## src/rtl/simplez_io.sv

```systemverilog
// rtl/simplez_io.sv - Simplez memory-mapped screen/keyboard responder (8N1 UART at words 508-511)
module simplez_io #(
    parameter int BAUD_DIV = 104,
    parameter int AW       = 9,
    parameter int DW       = 12
) (
    input  logic          clk,
    input  logic          rst,
    input  logic [AW-1:0] addr,
    input  logic          rw,
    input  logic [DW-1:0] data_in,
    output logic [DW-1:0] data_out,
    output logic          io_sel,
    output logic          tx,
    input  logic          rx
);

    localparam int CW = $clog2(BAUD_DIV);
    localparam logic [CW-1:0] CNT_LAST = CW'(BAUD_DIV - 1);
    localparam logic [CW-1:0] CNT_HALF = CW'(BAUD_DIV / 2 - 1);

    typedef enum logic [1:0] {TX_IDLE, TX_START, TX_DATA, TX_STOP} tx_state_t;
    typedef enum logic [2:0] {RX_IDLE, RX_START, RX_DATA, RX_STOP, RX_WAIT} rx_state_t;

    tx_state_t     tx_state_q, tx_state_d;
    logic [CW-1:0] tx_cnt_q, tx_cnt_d;
    logic [2:0]    tx_bit_q, tx_bit_d;
    logic [7:0]    tx_shift_q, tx_shift_d;
    logic          tx_q, tx_d;

    logic [1:0]    rx_sync_q;
    rx_state_t     rx_state_q, rx_state_d;
    logic [CW-1:0] rx_cnt_q, rx_cnt_d;
    logic [2:0]    rx_bit_q, rx_bit_d;
    logic [7:0]    rx_shift_q, rx_shift_d;
    logic [7:0]    rx_data_q, rx_data_d;
    logic          rx_ready_q, rx_ready_d;
    logic          overrun_q, overrun_d;

    logic [DW-1:0] data_out_q, data_out_d;
    logic          io_sel_q, io_sel_d;

    logic io_hit, rd_en, tx_wr, tx_ready, rx_s, rx_latch;
    logic unused_data_hi;
    assign unused_data_hi = ^data_in[DW-1:8];

    always_comb begin
        io_hit     = (addr[AW-1:2] == '1);
        rd_en      = rw && io_hit;
        tx_wr      = !rw && io_hit && (addr[1:0] == 2'd1);
        tx_ready   = (tx_state_q == TX_IDLE);
        rx_s       = rx_sync_q[1];
        rx_latch   = 1'b0;

        io_sel_d   = io_hit;
        data_out_d = '0;
        if (rd_en) begin
            case (addr[1:0])
                2'd0:    data_out_d[0]   = tx_ready;
                2'd2:    data_out_d[1:0] = {overrun_q, rx_ready_q};
                2'd3:    data_out_d[7:0] = rx_data_q;
                default: data_out_d      = '0;
            endcase
        end

        tx_state_d = tx_state_q;
        tx_cnt_d   = tx_cnt_q;
        tx_bit_d   = tx_bit_q;
        tx_shift_d = tx_shift_q;
        tx_d       = tx_q;
        if (tx_state_q == TX_IDLE) begin
            if (tx_wr) begin
                tx_state_d = TX_START;
                tx_cnt_d   = '0;
                tx_shift_d = data_in[7:0];
                tx_d       = 1'b0;
            end
        end else if (tx_cnt_q != CNT_LAST) begin
            tx_cnt_d = tx_cnt_q + 1'b1;
        end else begin
            tx_cnt_d = '0;
            case (tx_state_q)
                TX_START: begin
                    tx_state_d = TX_DATA;
                    tx_bit_d   = 3'd0;
                    tx_d       = tx_shift_q[0];
                end
                TX_DATA: begin
                    // Shift register keeps the bit currently on the line in [0].
                    if (tx_bit_q == 3'd7) begin
                        tx_state_d = TX_STOP;
                        tx_d       = 1'b1;
                    end else begin
                        tx_bit_d   = tx_bit_q + 3'd1;
                        tx_shift_d = {1'b0, tx_shift_q[7:1]};
                        tx_d       = tx_shift_q[1];
                    end
                end
                default: tx_state_d = TX_IDLE;
            endcase
        end

        rx_state_d = rx_state_q;
        rx_cnt_d   = rx_cnt_q;
        rx_bit_d   = rx_bit_q;
        rx_shift_d = rx_shift_q;
        case (rx_state_q)
            RX_IDLE: begin
                if (!rx_s) begin
                    rx_state_d = RX_START;
                    rx_cnt_d   = '0;
                end
            end
            RX_START: begin
                rx_cnt_d = rx_cnt_q + 1'b1;
                if (rx_cnt_q == CNT_HALF) begin
                    rx_cnt_d   = '0;
                    rx_bit_d   = 3'd0;
                    rx_state_d = rx_s ? RX_IDLE : RX_DATA;
                end
            end
            RX_DATA: begin
                rx_cnt_d = rx_cnt_q + 1'b1;
                if (rx_cnt_q == CNT_LAST) begin
                    rx_cnt_d   = '0;
                    rx_shift_d = {rx_s, rx_shift_q[7:1]};
                    rx_bit_d   = rx_bit_q + 3'd1;
                    if (rx_bit_q == 3'd7) rx_state_d = RX_STOP;
                end
            end
            RX_STOP: begin
                rx_cnt_d = rx_cnt_q + 1'b1;
                if (rx_cnt_q == CNT_LAST) begin
                    rx_cnt_d   = '0;
                    rx_latch   = rx_s;
                    rx_state_d = rx_s ? RX_IDLE : RX_WAIT;
                end
            end
            RX_WAIT: if (rx_s) rx_state_d = RX_IDLE;
            default: rx_state_d = RX_IDLE;
        endcase

        // A byte landing on the same edge as a data read beats the read-clear.
        rx_data_d  = rx_data_q;
        rx_ready_d = rx_ready_q;
        overrun_d  = overrun_q;
        if (rx_latch) begin
            rx_data_d  = rx_shift_q;
            rx_ready_d = 1'b1;
            overrun_d  = overrun_q | rx_ready_q;
        end else if (rd_en && addr[1:0] == 2'd3) begin
            rx_ready_d = 1'b0;
            overrun_d  = 1'b0;
        end
    end

    always_ff @(posedge clk or posedge rst) begin
        if (rst) begin
            tx_state_q <= TX_IDLE;
            tx_cnt_q   <= '0;
            tx_bit_q   <= '0;
            tx_shift_q <= '0;
            tx_q       <= 1'b1;
            rx_sync_q  <= 2'b11;
            rx_state_q <= RX_IDLE;
            rx_cnt_q   <= '0;
            rx_bit_q   <= '0;
            rx_shift_q <= '0;
            rx_data_q  <= '0;
            rx_ready_q <= 1'b0;
            overrun_q  <= 1'b0;
            data_out_q <= '0;
            io_sel_q   <= 1'b0;
        end else begin
            tx_state_q <= tx_state_d;
            tx_cnt_q   <= tx_cnt_d;
            tx_bit_q   <= tx_bit_d;
            tx_shift_q <= tx_shift_d;
            tx_q       <= tx_d;
            rx_sync_q  <= {rx_sync_q[0], rx};
            rx_state_q <= rx_state_d;
            rx_cnt_q   <= rx_cnt_d;
            rx_bit_q   <= rx_bit_d;
            rx_shift_q <= rx_shift_d;
            rx_data_q  <= rx_data_d;
            rx_ready_q <= rx_ready_d;
            overrun_q  <= overrun_d;
            data_out_q <= data_out_d;
            io_sel_q   <= io_sel_d;
        end
    end

    assign data_out = data_out_q;
    assign io_sel   = io_sel_q;
    assign tx       = tx_q;

endmodule

```

## config.mk

```make
export PLATFORM = sky130hd
export DESIGN_NAME = simplez_io
export DESIGN_NICKNAME = d
export VERILOG_FILES = /design/src/rtl/simplez_io.sv
export SDC_FILE = /design/constraint.sdc
export NUM_CORES = 1
export LEC_CHECK = 0
export ABC_AREA = 1
export BUFFER_PORTS_ARGS = -buffer_cell sky130_fd_sc_hd__buf_2
export CORE_MARGIN = 4
export CORE_UTILIZATION = 55
export CTS_CLUSTER_DIAMETER = 30
export CTS_CLUSTER_SIZE = 24
export DETAILED_ROUTE_END_ITERATION = 10
export GPL_TIMING_DRIVEN = 1
export PLACE_DENSITY = 0.76
export SLEW_MARGIN = 20
export SYNTH_ARGS = -nofsm -noshare
export SYNTH_HDL_FRONTEND = slang
export SYNTH_SLANG_ARGS = --single-unit
```

## constraint.sdc

```tcl
create_clock -name clk -period 2.4 [get_ports clk]
set_input_delay 0.48 -clock clk [delete_from_list [all_inputs] [get_ports clk]]
set_output_delay 0.48 -clock clk [all_outputs]
set_load 0.03 [all_outputs]
```

==> metrics.csv <==
metric;value;unit
status;completed;
io_pins;39;
vias;2532;
slowest_stage;dfrtp_1;
layout_worst_path_cycle_share;0.783;
holdWs;0.130;ns
critical_path_class;reg2reg;
max_stage_delay;0.42;ns
cts_repair_resize_count;0;
cts.hold.buffers_added;0;
cts_root_buffer;clkbuf_8;
fin_total_pwr;3.29;mW
dp_cells;485;
finalHoldViolCount;0;
power_frac_comb;0.255;
syn_inst;388;
num-fill-cells;468;
ys_ff_latch;63;
antenna_found_initial;0;
fp.dieH;84.6;µm
drv_slew;0;
use_met2;0.301;
met1_usage;0.212;
globalplace.congestion;0.793;
syn_area;3220;µm²
port_buffers;30;
grt_overflow_total;0;
crit_fanout;14;
synth_cell_types;30;
syn_area_per_cell;8.31;µm²
seq_power_share;0.397;
clkLatencyLatePin;0.35;ns
cts_tree;yes;
rsz0062_at_grt;no;
finalCriticalPeriod;1.88;ns
end_kind;flop;
busiest_layer;met2;
grt_pass1_vias;2485;
crit_arrival;2.11;ns
setup_viol;0;
rr_worst_depth;7;
internal_power;2.19;mW
grt_pass1_wl;10300;µm
r2r_end;tx_shift_q[7];
reg2reg_setup_slack;0.52;ns
clockBufferDepth;2;
numCtsBuffers;9;
final_area;3670;µm²
drc_errors;0;
synth_flop_cell;dfrtp_1;
area_delta_synth_final;13.8;%
nets;459;
power_switching;1.10;mW
coreArea;5610;µm²
powerDensity;897;nW/µm²
die_area;7150;µm²
path_cells;inv_1 > ha_1 > inv_2 > nand2_2 > nand3_2 > nand2_1 > nand2_1;
clkTransAtPathRegs;0.07;ns
fin_util;0.654;
synth_edf_count;0;
layout-drive-gt1-share;0.219;
ir_drop;0.000650;V
die_w;84.6;µm
crit_top_cell;nand2_1;
first_iter_violations;75;
dpl-instance-area;3420;µm²
clkPwrFrac;0.348;
start_util;0.575;
wl;5850;µm
cts_setup_buffers;0;
dp_hpwl;4030;µm
clock.fmax;0.532;GHz
r2r_start;tx_state_q[0];
crit_required;2.64;ns
h-tree-depth;3;
wl_per_cell;11.7;µm
hp-class;in2async;
grt_use_met3;0.0461;
power.leakage;1.97;nW
start_kind;flop;
postRouteAntennaNets;0;
pre_cts_ws;0.584;ns
final_cell_mix;nand2_1 (117), dfrtp_1 (60), nor2_1 (36);
fin_cells;501;
final.setup.tns;0;ns
ys_warn_count;0;
swShare;0.335;
async_flop_share;1.00;
final_common_cell;nand2_1;
grt_max_degree;45;
diodes;0;
cts.sinks;63;
maxCapViolCount;0;
via_per_inst;5.05;
track_usage;0.178;
layout_setup_ws;0.520;ns
seq_area_frac_synth;0.490;
rows;27;
fin_worst_skew;0.00816;ns
dr.pass1.iters;4;
[routing by layer]
metal,wire (µm),vias up
met5,0,-
met4,121,0
met3,246,10
met2,2860,41
met1,2620,1185
li1,-,1296
[logic make-up after synthesis]
logic type | share of synthesized area
simple gates | 0.310
xor+xnor | 0.00543
other cells | 0.00116
buf+inv | 0.0811
compound gates | 0.0733
fa+ha+maj | 0.0388
flops | 0.490
[Yosys cell counts, types with 3 or more instances]
cell     number  area [µm²]
a21oi_1       5        25.0
buf_4         5        37.5
buf_6         3        33.8
dfrtp_1      60        1500
dfstp_2       3        78.8
ha_1         10         125
inv_1        35         131
inv_2        13        48.8
nand2_1     117         439
nand2_2       7        43.8
nand2_4       3        33.8
nand3_1      30         150
nand3_2       6        60.1
nand4_1      11        68.8
nor2_1       36         135
o21ai_0       8        40.0
o21ai_1      13        65.1
o21ai_2       8        70.1
[area by class of cell]
class	count	area [µm²]	area share
clock buffer	11	141	0.0385
clock inverter	5	105	0.0286
sequential	63	1580	0.431
tap	72	90.1	0.0246
timing repair buffer	32	178	0.0484
multi-input combinational	270	1390	0.380
inverter	48	180	0.0491
[critical path: cells and delay by family, from the launching register on]
family,cells,cell delay (ns)
adders and majority gates,1,0.42
buffers and inverters,2,0.31
DFF,1,0.42
and+or+nand+nor,4,0.62
[state kept, by name, indices dropped and copies added, names as in the netlist]
name        flops
tx_state_q      2
rx_shift_q      8
tx_shift_q      8
rx_bit_q        3
rx_sync_q       2
io_sel          1
rx_cnt_q        7
tx              1
tx_cnt_q        7
rx_data_q       8
rx_ready_q      1
rx_state_q      3
tx_bit_q        3
data_out        8
overrun_q       1
[power by group through the flow]
| stage | clock network [mW] | logic (mW) | registers (mW) |
|---|---|---|---|
| floorplan | 0 | 0.685 | 1.31 |
| global placement | 0 | 0.803 | 1.32 |
| detailed placement | 0 | 0.828 | 1.33 |
| CTS | 1.15 | 0.840 | 1.31 |
| global route | 1.20 | 0.963 | 1.33 |
| finish | 1.14 | 0.839 | 1.31 |
[worst max path at each step]
stage,startpoint,to
2_1_floorplan,rst,data_out[0]
3_3_place_gp,tx_state_q[0],tx_shift_q[5]
3_5_place_dp,tx_state_q[0],tx_shift_q[5]
4_1_cts,tx_state_q[0],tx_shift_q[5]
5_1_grt,tx_state_q[0],tx_shift_q[6]
6_report,tx_state_q[0],tx_shift_q[7]
No activity file was read; power rests on OpenSTA's default activity.
